===== config.mk =====
export PLATFORM = sky130hd
export DESIGN_NAME = trdb_branch_map
export DESIGN_NICKNAME = d
export VERILOG_FILES = /design/src/rtl/trdb_branch_map.sv
export SDC_FILE = /design/constraint.sdc
export NUM_CORES = 1
export LEC_CHECK = 0
export ABC_AREA = 0
export CAP_MARGIN = 20
export CORE_MARGIN = 1
export CORE_UTILIZATION = 51
export CTS_CLUSTER_DIAMETER = 200
export DETAILED_ROUTE_END_ITERATION = 12
export GPL_TIMING_DRIVEN = 0
export PLACE_DENSITY = 0.9
export SETUP_SLACK_MARGIN = 0.3
export SYNTH_ARGS = -nofsm -noshare
export SYNTH_HDL_FRONTEND = slang
export SYNTH_SLANG_ARGS = --single-unit

===== constraint.sdc =====
create_clock -name clk_i -period 5.4 [get_ports clk_i]
set_input_delay 1.62 -clock clk_i [delete_from_list [all_inputs] [get_ports clk_i]]
set_output_delay 1.62 -clock clk_i [all_outputs]
set_load 0.005 [all_outputs]

===== src/rtl/trdb_branch_map.sv =====
// trdb_branch_map
// Collects the outcome of each retired conditional branch into a bit map
// plus an entry count. A flush from the packet-type selector freezes the
// current map/count into snapshot registers for the payload builder and
// restarts accumulation (seeded with a concurrent branch, if any).
// Map encoding: 1 = not taken, 0 = taken.

module trdb_branch_map #(
    parameter int BRANCH_MAP_LEN   = 31,
    parameter int BRANCH_COUNT_LEN = 5
) (
    input  logic                        clk_i,
    input  logic                        rst_i,
    input  logic                        valid_i,
    input  logic                        is_branch_i,
    input  logic                        branch_taken_i,
    input  logic                        flush_i,
    output logic [BRANCH_MAP_LEN-1:0]   map_o,
    output logic [BRANCH_COUNT_LEN-1:0] count_o,
    output logic                        full_o,
    output logic                        snap_valid_o,
    output logic [BRANCH_MAP_LEN-1:0]   snap_map_o,
    output logic [BRANCH_COUNT_LEN-1:0] snap_count_o,
    output logic [BRANCH_COUNT_LEN-1:0] snap_branches_o,
    output logic                        overflow_o
);

    localparam logic [BRANCH_COUNT_LEN-1:0] FULL_COUNT = BRANCH_COUNT_LEN'(BRANCH_MAP_LEN);
    localparam logic [BRANCH_COUNT_LEN-1:0] ONE_COUNT  = BRANCH_COUNT_LEN'(1);
    localparam logic [BRANCH_MAP_LEN-1:0]   ONE_MAP    = BRANCH_MAP_LEN'(1);

    logic [BRANCH_MAP_LEN-1:0]   map_q,           map_d;
    logic [BRANCH_COUNT_LEN-1:0] count_q,         count_d;
    logic                        snap_valid_q,    snap_valid_d;
    logic [BRANCH_MAP_LEN-1:0]   snap_map_q,      snap_map_d;
    logic [BRANCH_COUNT_LEN-1:0] snap_count_q,    snap_count_d;
    logic [BRANCH_COUNT_LEN-1:0] snap_branches_q, snap_branches_d;
    logic                        overflow_q,      overflow_d;

    logic                        accept_s;
    logic                        full_s;
    logic [BRANCH_MAP_LEN-1:0]   new_bit_s;

    assign accept_s  = valid_i && is_branch_i;
    assign full_s    = (count_q == FULL_COUNT);
    // Outcome bit for the incoming branch, placed at bit 0 (shifted later).
    assign new_bit_s = branch_taken_i ? {BRANCH_MAP_LEN{1'b0}} : ONE_MAP;

    // Next-state computation for the live map, snapshot and overflow flag.
    always_comb begin
        map_d           = map_q;
        count_d         = count_q;
        snap_valid_d    = 1'b0;
        snap_map_d      = snap_map_q;
        snap_count_d    = snap_count_q;
        snap_branches_d = snap_branches_q;
        overflow_d      = overflow_q;

        if (flush_i) begin
            // Snapshot always reflects the pre-edge state; a concurrent
            // branch belongs to the next packet.
            snap_valid_d    = 1'b1;
            snap_map_d      = map_q;
            snap_count_d    = count_q;
            // A full map is encoded as 0 in the payload branches field.
            snap_branches_d = full_s ? {BRANCH_COUNT_LEN{1'b0}} : count_q;
            if (accept_s) begin
                map_d   = new_bit_s;
                count_d = ONE_COUNT;
            end else begin
                map_d   = {BRANCH_MAP_LEN{1'b0}};
                count_d = {BRANCH_COUNT_LEN{1'b0}};
            end
        end else if (accept_s) begin
            if (full_s) begin
                // No room left: drop the branch and remember it.
                overflow_d = 1'b1;
            end else begin
                map_d   = map_q | (new_bit_s << count_q);
                count_d = count_q + ONE_COUNT;
            end
        end else begin
            map_d   = map_q;
            count_d = count_q;
        end
    end

    // State registers with synchronous reset taking priority over all inputs.
    always_ff @(posedge clk_i) begin
        if (rst_i) begin
            map_q           <= {BRANCH_MAP_LEN{1'b0}};
            count_q         <= {BRANCH_COUNT_LEN{1'b0}};
            snap_valid_q    <= 1'b0;
            snap_map_q      <= {BRANCH_MAP_LEN{1'b0}};
            snap_count_q    <= {BRANCH_COUNT_LEN{1'b0}};
            snap_branches_q <= {BRANCH_COUNT_LEN{1'b0}};
            overflow_q      <= 1'b0;
        end else begin
            map_q           <= map_d;
            count_q         <= count_d;
            snap_valid_q    <= snap_valid_d;
            snap_map_q      <= snap_map_d;
            snap_count_q    <= snap_count_d;
            snap_branches_q <= snap_branches_d;
            overflow_q      <= overflow_d;
        end
    end

    assign map_o           = map_q;
    assign count_o         = count_q;
    assign full_o          = full_s;
    assign snap_valid_o    = snap_valid_q;
    assign snap_map_o      = snap_map_q;
    assign snap_count_o    = snap_count_q;
    assign snap_branches_o = snap_branches_q;
    assign overflow_o      = overflow_q;

endmodule


[Word level (Yosys, flattened, before mapping)]
Index checks and enable logic that the tools add are counted.
Storage, ports and cells
  register bits: 79
  bits of input ports: 6
  output and inout bits: 80
  word-level logic and storage cells: 28
Cells by class
  add/sub/neg operators: 1
  equal/unequal tests: 2
  shifts and indexed selects: 1
  multiplexer cells: 11
  bitwise logic cells: 2
  reduce and logical (&&, ||, !) cells: 4
Operators by type and width (count)
  two-way mux 31 bit: 3
  OR 31 bit: 1
  << shifter 1 x 5 -> 31 bit: 1
  two-way mux 5 bit: 4
  adder 5 x 1 -> 5 bit (second input constant): 1
  equality test 5 bit (second input constant): 1
  two-way mux 1 bit: 4
  AND reduction 3 bit: 1
  != test 2 bit (second input constant): 1
  AND reduction 2 bit: 1
  nonzero test 2 bit: 1
  logical AND 1 bit: 1
  inverter 1 bit: 1

[Logic depth before layout (Yosys ltp)]
  word-level depth: 6
  mapped depth: 10

[Least setup slack after synthesis]
Ideal clock, no wire load.
  path kind: input port to flip-flop
  from: in flush_i
  to: reg map_q[2], in the netlist map_o[2]
  setup time: 70 ps
  arrival: 2432 ps
  required time: 5330 ps
  slack: 2898 ps
  cell stages on the path: 5
  buffers on the path: 3
  path through: buf_2 > or2_2 > buf_2 > buf_2 > a21oi_1
Between the ends
  longest elaborated chain between the ends: 2
  elaborated cells between the ends (all ways): 4
  those cells by class: eq/ne: 1; mux: 1; reduce/logical: 2
RTL lines
  start, declared: line 17  | input logic flush_i,
  != test 2 bit (no source line) or nonzero test 2 bit (tied branches)
  AND reduction 2 bit (no source line)
  end signal, assigned: line 91  | map_q <= {BRANCH_MAP_LEN{1'b0}};
  end signal, assigned: line 99  | map_q <= map_d;
  end, declared: line 32  | logic [BRANCH_MAP_LEN-1:0] map_q, map_d;
Parallel ways exist; a longest one is shown, timed or not.
A chain may end at the register's enable or synchronous reset.

[Worst setup path after layout]
  from: reg count_q[2], in the netlist count_o[2]
  to: out full_o
Between the ends
  longest elaborated chain between the ends: 1
RTL lines
  start, declared: line 33  | logic [BRANCH_COUNT_LEN-1:0] count_q, count_d;
  start signal, assigned: line 92  | count_q <= {BRANCH_COUNT_LEN{1'b0}};
  start signal, assigned: line 100  | count_q <= count_d;
  equality test 5 bit: line 45  | assign full_s = (count_q == FULL_COUNT);
  end, declared: line 20  | output logic full_o,
Every way passes these cells.

==> impl_results.md <==
- Core Util, Final: 71.4%
- Clock root buffer: clkbuf_8
- Grt ovf: 0
- Register bit total from synthesis: 79
- TritonCTS buffer count: 9
- CP max stage delay: 510 ps
- Clock buffer depth: 2
- Die Y: 79.9 um
- Clock sinks: 79
- DIE AREA: 6380 sq um
- Fin Clk Skew: 10.2 ps
- Power Total: 1.05 mW
- Final Critical Period: 3520 ps
- Hold_ws: 467 ps
- Core box area: 5890 sq um
- Via count: 2639
- Yosys warnings: 0
- Pleak: 1.55 nW
- Max cap viols: 0
- CP Launch Type: flip-flop
- Worst-Margin Slew: 639 ps
- EDFF count, synth: 0
- Syn Area/Cell: 9.52 sq um
- Power density cells: 250 nW/um^2
- CP max stage cell: clkdlybuf4s50_1
- Placer Congestion: 0.877
- Die W: 79.9 um
- Worst-Skew Late Latency: 360 ps
- Post-synthesis sequential area ratio: 51.1%
- Setup crit end kind: primary output
- Starting Density: 52.6%
- Syn Nets: 334
- Most frequent cells in the layout: clkdlybuf4s50_1, dfxtp_1, nor2_1
- Status: finished, final reports clean
- Post-DP HPWL: 5.29 mm
- Initial antenna violation count: 0
- VDD IR-drop max: 156 uV
- DRT antenna net count: 0
- Drt total wl: 7.51 mm
- Commonest non-fill, non-tap cell in the layout: clkdlybuf4s50_1
- CP Class: reg -> out
- Final Hold Vio Count: 0
- DRT iter0 DRCs: 186
- CTS tree: yes
- H-tree depth: 3
- Total track usage: 25.0%
- # DRC: 0
- Worst path required time: 3780 ps
- Register area: 1580 sq um
- DR WL/cell: 15.1 um
- Crit-path max FO: 10
- # hold bufs at CTS: 0
- Post-CTS resize count: 0
- Vias per cell: 5.29
- Post-synthesis to final-layout area growth: 35.8%
- First-pass GRT wire length: 12.0 mm
- Post-CTS Setup Bufs: 0
- Setup TNS: 0 ps
- Multi-input logic area: 1240 sq um
- Max Slew Vio Count: 0
- Port Buffer Count: 83
- Clock Pin Slew Worst Setup and Hold Paths: 80 ps
- ANT cells: 0
- Dominant synthesized flop cell: dfxtp_1
- Largest net degree at the start of global routing: 14
- Final period util: 65.3%
- Distinct cells, synth: 31
- Data arrival, critical path: 1900 ps
- Slew HR: 57.0%
- Ys async rst share: 0%
- FP Rows: 28
- 1st-pass router iterations: 4
- Count of final setup violators: 0
- Vias in the first global route: 2511
- Worst-path cell chain: buf_2 > nand3_1 > inv_1 > ha_1 > clkdlybuf4s50_1
- Post-Syn Instances: 325
- Fin nets: 428
- Synthesized cell area: 3100 sq um
- Max Fclk: 0.284 GHz
- Share of layout cells above drive strength 1: 9.67%
- Worst hold path class: reg -> reg
- Top Ports: 86
- Fill cell count: 467
- RSZ-0062 raised after global routing: no
==> kinds of logic (layout without fill, tap and decap cells) <==
family	count (synthesis)	count (layout)	synth area share (%)
DFF	79	79	51.1
muxes	34	34	11.0
adders and majority gates	3	3	1.21
AOI/OAI and AO/OA	76	76	15.7
buffers and inverters	60	159	8.85
xor gates and xnor gates	1	1	0.283
and+or+nand+nor	72	72	11.9
==> cell type report <==
type | count | share of cell area (%)
clock buffers | 11 | 3.60
clock inverters | 5 | 0.774
repair buffers | 83 | 19.8
flip-flops and latches | 79 | 37.6
well taps | 75 | 2.23
plain buffers | 28 | 3.66
inverters | 32 | 2.86
multi-input cells | 186 | 29.5
==> synthesized netlist by cell type, types with 2 or more instances <==
cell type,instances,area (sq um)
a211oi_1,2,15.0
a21oi_1,36,180
a2bb2oi_1,4,35.0
and3b_1,5,43.8
buf_2,15,75.1
buf_4,4,30.0
buf_6,2,22.5
clkbuf_1,6,22.5
dfxtp_1,79,1580
ha_1,3,37.5
inv_1,32,120
mux2i_1,34,340
nand2_1,8,30.0
nand3_1,3,15.0
nand3b_1,2,15.0
nor2_1,43,161
nor3b_1,3,22.5
o211ai_1,31,233
==> critical path: cells and delay by family (launching register included) <==
| family | cells | cell delay [ps] |
|---|---|---|
| buffers and inverters | 3 | 840 |
| adders and majority gates | 1 | 170 |
| DFF | 1 | 390 |
| and+or+nand+nor | 1 | 150 |
==> sequential cells by signal, summed over array words and instances, names as in the netlist <==
signal           cells
map_o               31
snap_map_o          31
count_o              5
snap_branches_o      5
snap_count_o         5
overflow_o           1
snap_valid_o         1
==> power breakdown <==
part | total [mW] | switching [mW] | leakage (nW) | internal [mW]
Sequential | 0.587 | 0.00198 | 0.637 | 0.585
Clock | 0.404 | 0.214 | 0.0873 | 0.190
Combinational | 0.0611 | 0.0386 | 0.826 | 0.0225
Total | 1.05 | 0.254 | 1.55 | 0.797
==> through the flow <==
step / instance area, sq um / setup WS (ps) / std cells
global route: 4200 / 1820 / 499
detailed placement: 4020 / 2240 / 483
CTS: 4200 / 1880 / 499
floorplan: 3100 / 2900 / 325
finish: 4200 / 1880 / 499
global placement: 4020 / 2260 / 483
==> worst paths after layout <==
path / cells past startpoint / slack (ps) / start / to
worst min-delay path: 2 / 470 / snap_count_o[1]$_SDFFE_PP0P_ / snap_count_o[1]$_SDFFE_PP0P_
worst max register to register: 10 / 3270 / count_o[2]$_SDFFE_PP0P_ / map_o[21]$_SDFFE_PP0P_
worst max-delay path: 5 / 1880 / count_o[2]$_SDFFE_PP0P_ / full_o
worst min register to register: 2 / 470 / snap_count_o[1]$_SDFFE_PP0P_ / snap_count_o[1]$_SDFFE_PP0P_
==> per-layer routing <==
metal	vias up	routed length, um	global-route usage, %
li1	1291	-	-
met1	1250	3250	29.8
met2	87	3710	41.3
met3	11	424	6.06
met4	0	136	13.0
met5	-	0	0
Note: power is estimated with default switching activity, not from simulation.
